==> src/rtl/cache_port_arbiter_if.sv <==
`timescale 1ns/1ps
// Request/response bundle joining the fetcher, the executer, the arbiter and the cache read port.
interface cache_port_arbiter_if #(
  parameter int ADDR_W = 16,
  parameter int DATA_W = 32
);
  logic              f_en;
  logic [ADDR_W-1:0] f_addr;
  logic              f_ack;
  logic [DATA_W-1:0] f_data;
  logic              x_en;
  logic [ADDR_W-1:0] x_addr;
  logic              x_ack;
  logic [DATA_W-1:0] x_data;
  logic              cache_en;
  logic [ADDR_W-1:0] cache_addr;
  logic [DATA_W-1:0] cache_do;
  logic              cache_ack;
  logic              busy;
  logic              owner;

  // Arbiter side.
  modport master (
    input  f_en, f_addr, x_en, x_addr, cache_do, cache_ack,
    output f_ack, f_data, x_ack, x_data, cache_en, cache_addr, busy, owner
  );

  // Requesters and cache side.
  modport slave (
    output f_en, f_addr, x_en, x_addr, cache_do, cache_ack,
    input  f_ack, f_data, x_ack, x_data, cache_en, cache_addr, busy, owner
  );
endinterface

==> src/rtl/cache_port_arbiter.sv <==
`timescale 1ns/1ps
// Shares the cache read port between fetcher (F) and executer (X): IDLE -> BUSY -> DONE, all outputs registered.
// Fixed F-over-X priority by default; define CACHE_ARB_ROUND_ROBIN_EN to break ties toward the port not last served.
module cache_port_arbiter #(
  parameter int ADDR_W = 16,
  parameter int DATA_W = 32
) (
  input logic                  clk,
  input logic                  reset,
  cache_port_arbiter_if.master bus
);

  typedef enum logic [1:0] {IDLE, BUSY, DONE} state_t;

  state_t state;
  logic   win_x;

`ifdef CACHE_ARB_ROUND_ROBIN_EN
  logic last_x;

  // A tie goes to whichever port did not complete most recently.
  always_comb win_x = bus.x_en && (!bus.f_en || !last_x);
`else
  always_comb win_x = bus.x_en && !bus.f_en;
`endif

  always_ff @(posedge clk or posedge reset) begin
    if (reset) begin
      state          <= IDLE;
      bus.cache_en   <= 1'b0;
      bus.cache_addr <= {ADDR_W{1'b0}};
      bus.f_ack      <= 1'b0;
      bus.x_ack      <= 1'b0;
      bus.f_data     <= {DATA_W{1'b0}};
      bus.x_data     <= {DATA_W{1'b0}};
      bus.owner      <= 1'b0;
      bus.busy       <= 1'b0;
`ifdef CACHE_ARB_ROUND_ROBIN_EN
      last_x         <= 1'b1;
`endif
    end else begin
      case (state)
        IDLE: begin
          if (bus.f_en || bus.x_en) begin
            bus.cache_addr <= win_x ? bus.x_addr : bus.f_addr;
            bus.cache_en   <= 1'b1;
            bus.owner      <= win_x;
            bus.busy       <= 1'b1;
            state          <= BUSY;
          end
        end
        BUSY: begin
          // Address and owner are frozen here; requester inputs are not looked at.
          if (bus.cache_ack) begin
            bus.cache_en <= 1'b0;
            if (bus.owner) begin
              bus.x_data <= bus.cache_do;
              bus.x_ack  <= 1'b1;
            end else begin
              bus.f_data <= bus.cache_do;
              bus.f_ack  <= 1'b1;
            end
`ifdef CACHE_ARB_ROUND_ROBIN_EN
            last_x <= bus.owner;
`endif
            state <= DONE;
          end
        end
        DONE: begin
          // Hold-off cycle: the owner is dropping its request on this edge.
          bus.f_ack <= 1'b0;
          bus.x_ack <= 1'b0;
          bus.busy  <= 1'b0;
          state     <= IDLE;
        end
        default: state <= IDLE;
      endcase
    end
  end

  a_ack_exclusive: assert property (@(posedge clk) disable iff (reset) !(bus.f_ack && bus.x_ack));
  a_en_in_busy:    assert property (@(posedge clk) disable iff (reset) bus.cache_en |-> (state == BUSY));

endmodule

==> src/flat_wrapper.sv <==
// flat-port wrapper written by rule: the top's interface ports become plain ports
module cache_port_arbiter_flat 
#(
  parameter int ADDR_W = 16,
  parameter int DATA_W = 32
)
  (clk, reset, bus_f_en, bus_f_addr, bus_x_en, bus_x_addr, bus_cache_do, bus_cache_ack, bus_f_ack, bus_f_data, bus_x_ack, bus_x_data, bus_cache_en, bus_cache_addr, bus_busy, bus_owner);
  cache_port_arbiter_if #(.ADDR_W(ADDR_W), .DATA_W(DATA_W)) bus_i ();
  input logic clk;
  input logic reset;
  input wire logic [$bits(bus_i.f_en)-1:0] bus_f_en;
  input wire logic [$bits(bus_i.f_addr)-1:0] bus_f_addr;
  input wire logic [$bits(bus_i.x_en)-1:0] bus_x_en;
  input wire logic [$bits(bus_i.x_addr)-1:0] bus_x_addr;
  input wire logic [$bits(bus_i.cache_do)-1:0] bus_cache_do;
  input wire logic [$bits(bus_i.cache_ack)-1:0] bus_cache_ack;
  output wire logic [$bits(bus_i.f_ack)-1:0] bus_f_ack;
  output wire logic [$bits(bus_i.f_data)-1:0] bus_f_data;
  output wire logic [$bits(bus_i.x_ack)-1:0] bus_x_ack;
  output wire logic [$bits(bus_i.x_data)-1:0] bus_x_data;
  output wire logic [$bits(bus_i.cache_en)-1:0] bus_cache_en;
  output wire logic [$bits(bus_i.cache_addr)-1:0] bus_cache_addr;
  output wire logic [$bits(bus_i.busy)-1:0] bus_busy;
  output wire logic [$bits(bus_i.owner)-1:0] bus_owner;
  assign bus_i.f_en = bus_f_en;
  assign bus_i.f_addr = bus_f_addr;
  assign bus_i.x_en = bus_x_en;
  assign bus_i.x_addr = bus_x_addr;
  assign bus_i.cache_do = bus_cache_do;
  assign bus_i.cache_ack = bus_cache_ack;
  assign bus_f_ack = bus_i.f_ack;
  assign bus_f_data = bus_i.f_data;
  assign bus_x_ack = bus_i.x_ack;
  assign bus_x_data = bus_i.x_data;
  assign bus_cache_en = bus_i.cache_en;
  assign bus_cache_addr = bus_i.cache_addr;
  assign bus_busy = bus_i.busy;
  assign bus_owner = bus_i.owner;
  cache_port_arbiter #(.ADDR_W(ADDR_W), .DATA_W(DATA_W)) u_core (.clk(clk), .reset(reset), .bus(bus_i));
endmodule
==> config.mk <==
export PLATFORM = sky130hd
export DESIGN_NAME = cache_port_arbiter_flat
export DESIGN_NICKNAME = d
export VERILOG_FILES = /design/src/rtl/cache_port_arbiter_if.sv /design/src/rtl/cache_port_arbiter.sv /design/src/flat_wrapper.sv
export SDC_FILE = /design/constraint.sdc
export NUM_CORES = 1
export LEC_CHECK = 0
export ABC_AREA = 1
export CAP_MARGIN = 0
export CORE_MARGIN = 5
export CORE_UTILIZATION = 46
export DETAILED_ROUTE_END_ITERATION = 8
export PLACE_DENSITY = 0.94
export SLEW_MARGIN = 25
export SYNTH_ARGS = -nofsm -noshare
export SYNTH_HDL_FRONTEND = slang
export SYNTH_SLANG_ARGS = --single-unit
==> constraint.sdc <==
create_clock -name clk -period 7.4 [get_ports clk]
set_clock_uncertainty 0.1 [all_clocks]
set_input_delay 1.48 -clock clk [delete_from_list [all_inputs] [get_ports clk]]
set_output_delay 1.48 -clock clk [all_outputs]
set_load 0.05 [all_outputs]
==> run_results.csv <==
group,metric,value,unit
global_routing,grt_pass1_wl,17420,um
clock_tree,clock_sinks,87,
global_routing,top_usage_layer,"met2",
power,p_leak,0.002688,uW
synthesis,synth_area_leaders,"dfrtp_1 60%, nand2_1 22%, nand3_1 11%",
clock_tree,cts_tree,"built",
setup_path,critPathKind,"in -> reg",
setup_path,worst-r2r-cell-count,6,
cells_and_area,finish.utilization,70.57,%
synthesis,synthTopCellsByCount,"215 x nand2_1, 87 x dfrtp_1, 81 x nand3_1",
power,switching_share,51.10,%
route,drt_iter0_markers,114,
run_status,outcome,"finished, final reports clean",
sta,rsz0062_at_grt,"false",
run,drv_cap,0,
sta,fmax,315.0,MHz
power,p_per_area,529.3,nW/um^2
route,ant_nets,0,
synthesis,synth_edf_count,0,
floorplan,die-area,9761,um^2
setup_path,critPathSlowestCell,"o21ai_2",
setup_path,max_stage_delay,0.78,ns
setup_path,path_delay_family,"compound AO/OA/AOI/OAI gates",
cells_and_area,area_delta_synth_final,49.57,%
placement,gp_congestion,0.8223,
route,wl,10640,um
power,combPwrFrac,58.1,%
setup_path,end_kind,"flip-flop",
global_routing,overflow,0,
sta,hold_viol,0,
cells_and_area,stdcell_area,5425,um^2
clock_tree,ctsResizeCount,0,
sta,period_minus_slack,3.175,ns
synthesis,async_reset_ff_share,100.0,%
synthesis,ys.flop_type,"dfrtp_1",
setup_path,crit_chain,"clkdlybuf4s50_1 -> o21ai_2 -> o21ai_0",
cells_and_area,nNetsFinal,640,
route,viasPerCell,5.096,
synthesis,yosysTopAreaCell,"dfrtp_1",
global_routing,met1_usage,25.47,%
cells_and_area,fillers,600,
setup_path,path_depth,3,
global_routing,met3_usage,7.360,%
sta,slew_headroom,48.20,%
synthesis,synth_nets,498,
clock_tree,cts_made_buffers,9,
synthesis,syn_area,3627,um^2
power,irDropWorstVdd,290.5,uV
power,power.internal,1404,uW
hold_path,hold_depth,2,
placement,postPlaceCellArea,5191,um^2
power,p_sw,1467,uW
setup_path,critPathRequiredTime,7.47,ns
clock_tree,post-cts-setup-buffers,0,
global_routing,antenna_found_initial,0,
floorplan,coreArea,7687,um^2
global_routing,grt_start_max_net_pins,88,
clock_tree,root_buffer,"clkbuf_8",
synthesis,synth.most_common_cell,"nand2_1",
floorplan,die_y,98.80,um
global_routing,met2_usage,39.26,%
floorplan,die_w,98.80,um
setup_path,critPathMaxFanout,20,
hold_path,hold_class,"reg -> reg",
clock_tree,clockBufferDepth,2,
route,routed-via-count,3455,
synthesis,synth_top_area_share,60.02,%
sta,min_period_over_period,42.90,%
sta,drv_slew,0,
synthesis,syn_area_per_cell,8.455,um^2
synthesis,netlist_instances,429,
setup_path,crit_buf_inv,1,
sta,setup_tns,0,ns
synthesis,ys_warn_count,0,
placement,dp_hpwl,7574,um
sta,setup_viol,0,
floorplan,start_util,47.18,%
setup_path,cp.arrival,3.25,ns
synthesis,ys_ff_latch,87,
floorplan,std_cell_rows,32,
global_routing,grt_pass1_vias,3585,
route,drtPass1Iterations,5,
sta,tightest_slew,0.7769,ns
synthesis,ys_types,15,
synthesis,synth_seq_area_share,60.02,%
power,p_clk_share,13.1,%
clock_tree,clkLatencyLatePin,0.35,ns
clock_tree,cts_hold_buf,0,
clock_tree,path_clk_slew,0.08,ns
clock_tree,htree_levels,3,
global_routing,track_usage,22.38,%
cells_and_area,num_antenna_cells,0,
placement,portBuffers,153,
setup_path,crit_path_start_kind,"primary input",
floorplan,io-pin-count,154,
cells_and_area,drive_above_1_share,5.208,%
route,drcViolationCount,0,
route,routedWlPerCell,15.69,um
power,pwr-share-seq,28.7,%
metrics by stage:
stage          setup WS [ns]  hold WS (ns)  std cells  total power, uW
6_report               4.225        0.3747        678             2871
5_1_grt                4.101        0.3893        678             3017
4_1_cts                4.206        0.3792        678             2893
3_5_place_dp           3.936        0.3596        662             2509
3_3_place_gp           3.684        0.3525        662             2461
2_1_floorplan          3.570        0.4158        429             1909
worst paths after layout:
kind,slack (ns),to,start
worst min register to register,0.37,u_core.bus.f_data[7]$_DFFE_PP0P_,u_core.bus.f_data[7]$_DFFE_PP0P_
min in group asynchronous,1.54,u_core.bus.x_data[20]$_DFFE_PP0P_,reset
worst min-delay path,0.37,u_core.bus.f_data[7]$_DFFE_PP0P_,u_core.bus.f_data[7]$_DFFE_PP0P_
worst max register to register,5.21,u_core.bus.f_data[3]$_DFFE_PP0P_,u_core.state[1]$_DFFE_PP0P_
max in group asynchronous,5.13,u_core.bus.f_data[12]$_DFFE_PP0P_,reset
worst max-delay path,4.23,u_core.state[0]$_DFFE_PP0P_,bus_x_en
routing by layer:
layer	routed length, um	share of wire [%]	vias up
met5	0	0	-
met4	125	1.2	0
met3	944	8.9	10
met2	5603	53	146
met1	3967	37	1660
li1	-	-	1639
state kept, by name, summed over array words and instances, names as in the netlist:
name / flops
u_core.bus.x_data: 32
u_core.bus.cache_addr: 16
u_core.bus.f_ack: 1
u_core.bus.busy: 1
u_core.bus.f_data: 32
u_core.bus.x_ack: 1
u_core.bus.owner: 1
u_core.bus.cache_en: 1
u_core.state: 2
cell families after synthesis:
| family | after synthesis | share of synthesized area (%) |
|---|---|---|
| AO/OA/AOI/OAI | 6 | 0.8276 |
| buffers and inverters | 32 | 4.208 |
| flip-flops | 87 | 60.02 |
| AND/OR/NAND/NOR | 304 | 34.94 |
tightest hold or removal path, delay by kind of cell, from the launching register on:
family / cells / cell delay, ns
flops: 1 / 0.35
simple gates: 2 / 0.10
layout by cell type (no fill, tap or decap), drive strengths merged:
| cell | synthesis | routed |
|---|---|---|
| buf | 22 | 4 |
| nor2 | 5 | 5 |
| clkdlybuf4s50 | 0 | 153 |
| bufinv | 0 | 2 |
| nand4 | 1 | 1 |
| nand3 | 81 | 81 |
| o21ai | 6 | 6 |
| clkbuf | 4 | 11 |
| inv | 6 | 6 |
| nand2 | 217 | 217 |
| clkinv | 0 | 3 |
| dfrtp | 87 | 87 |
power groups by stage:
stage               clock [uW]  sequential [uW]  combinational (uW)
detailed placement           0              827                1680
global placement             0              821                1640
CTS                        381              825                1690
global route               404              851                1760
floorplan                    0             1550                 356
finish                     377              825                1670
final cells by class:
type	count	area (um^2)	area share [%]
clock buffer	11	151.4	2.791
timing repair buffer	157	1565	28.85
sequential	87	2177	40.13
clock inverter	5	78.83	1.453
inverter	6	23.77	0.4382
tap	102	127.6	2.352
multi-input combinational	310	1301	23.99
Note: power is estimated with default switching activity, not from simulation.
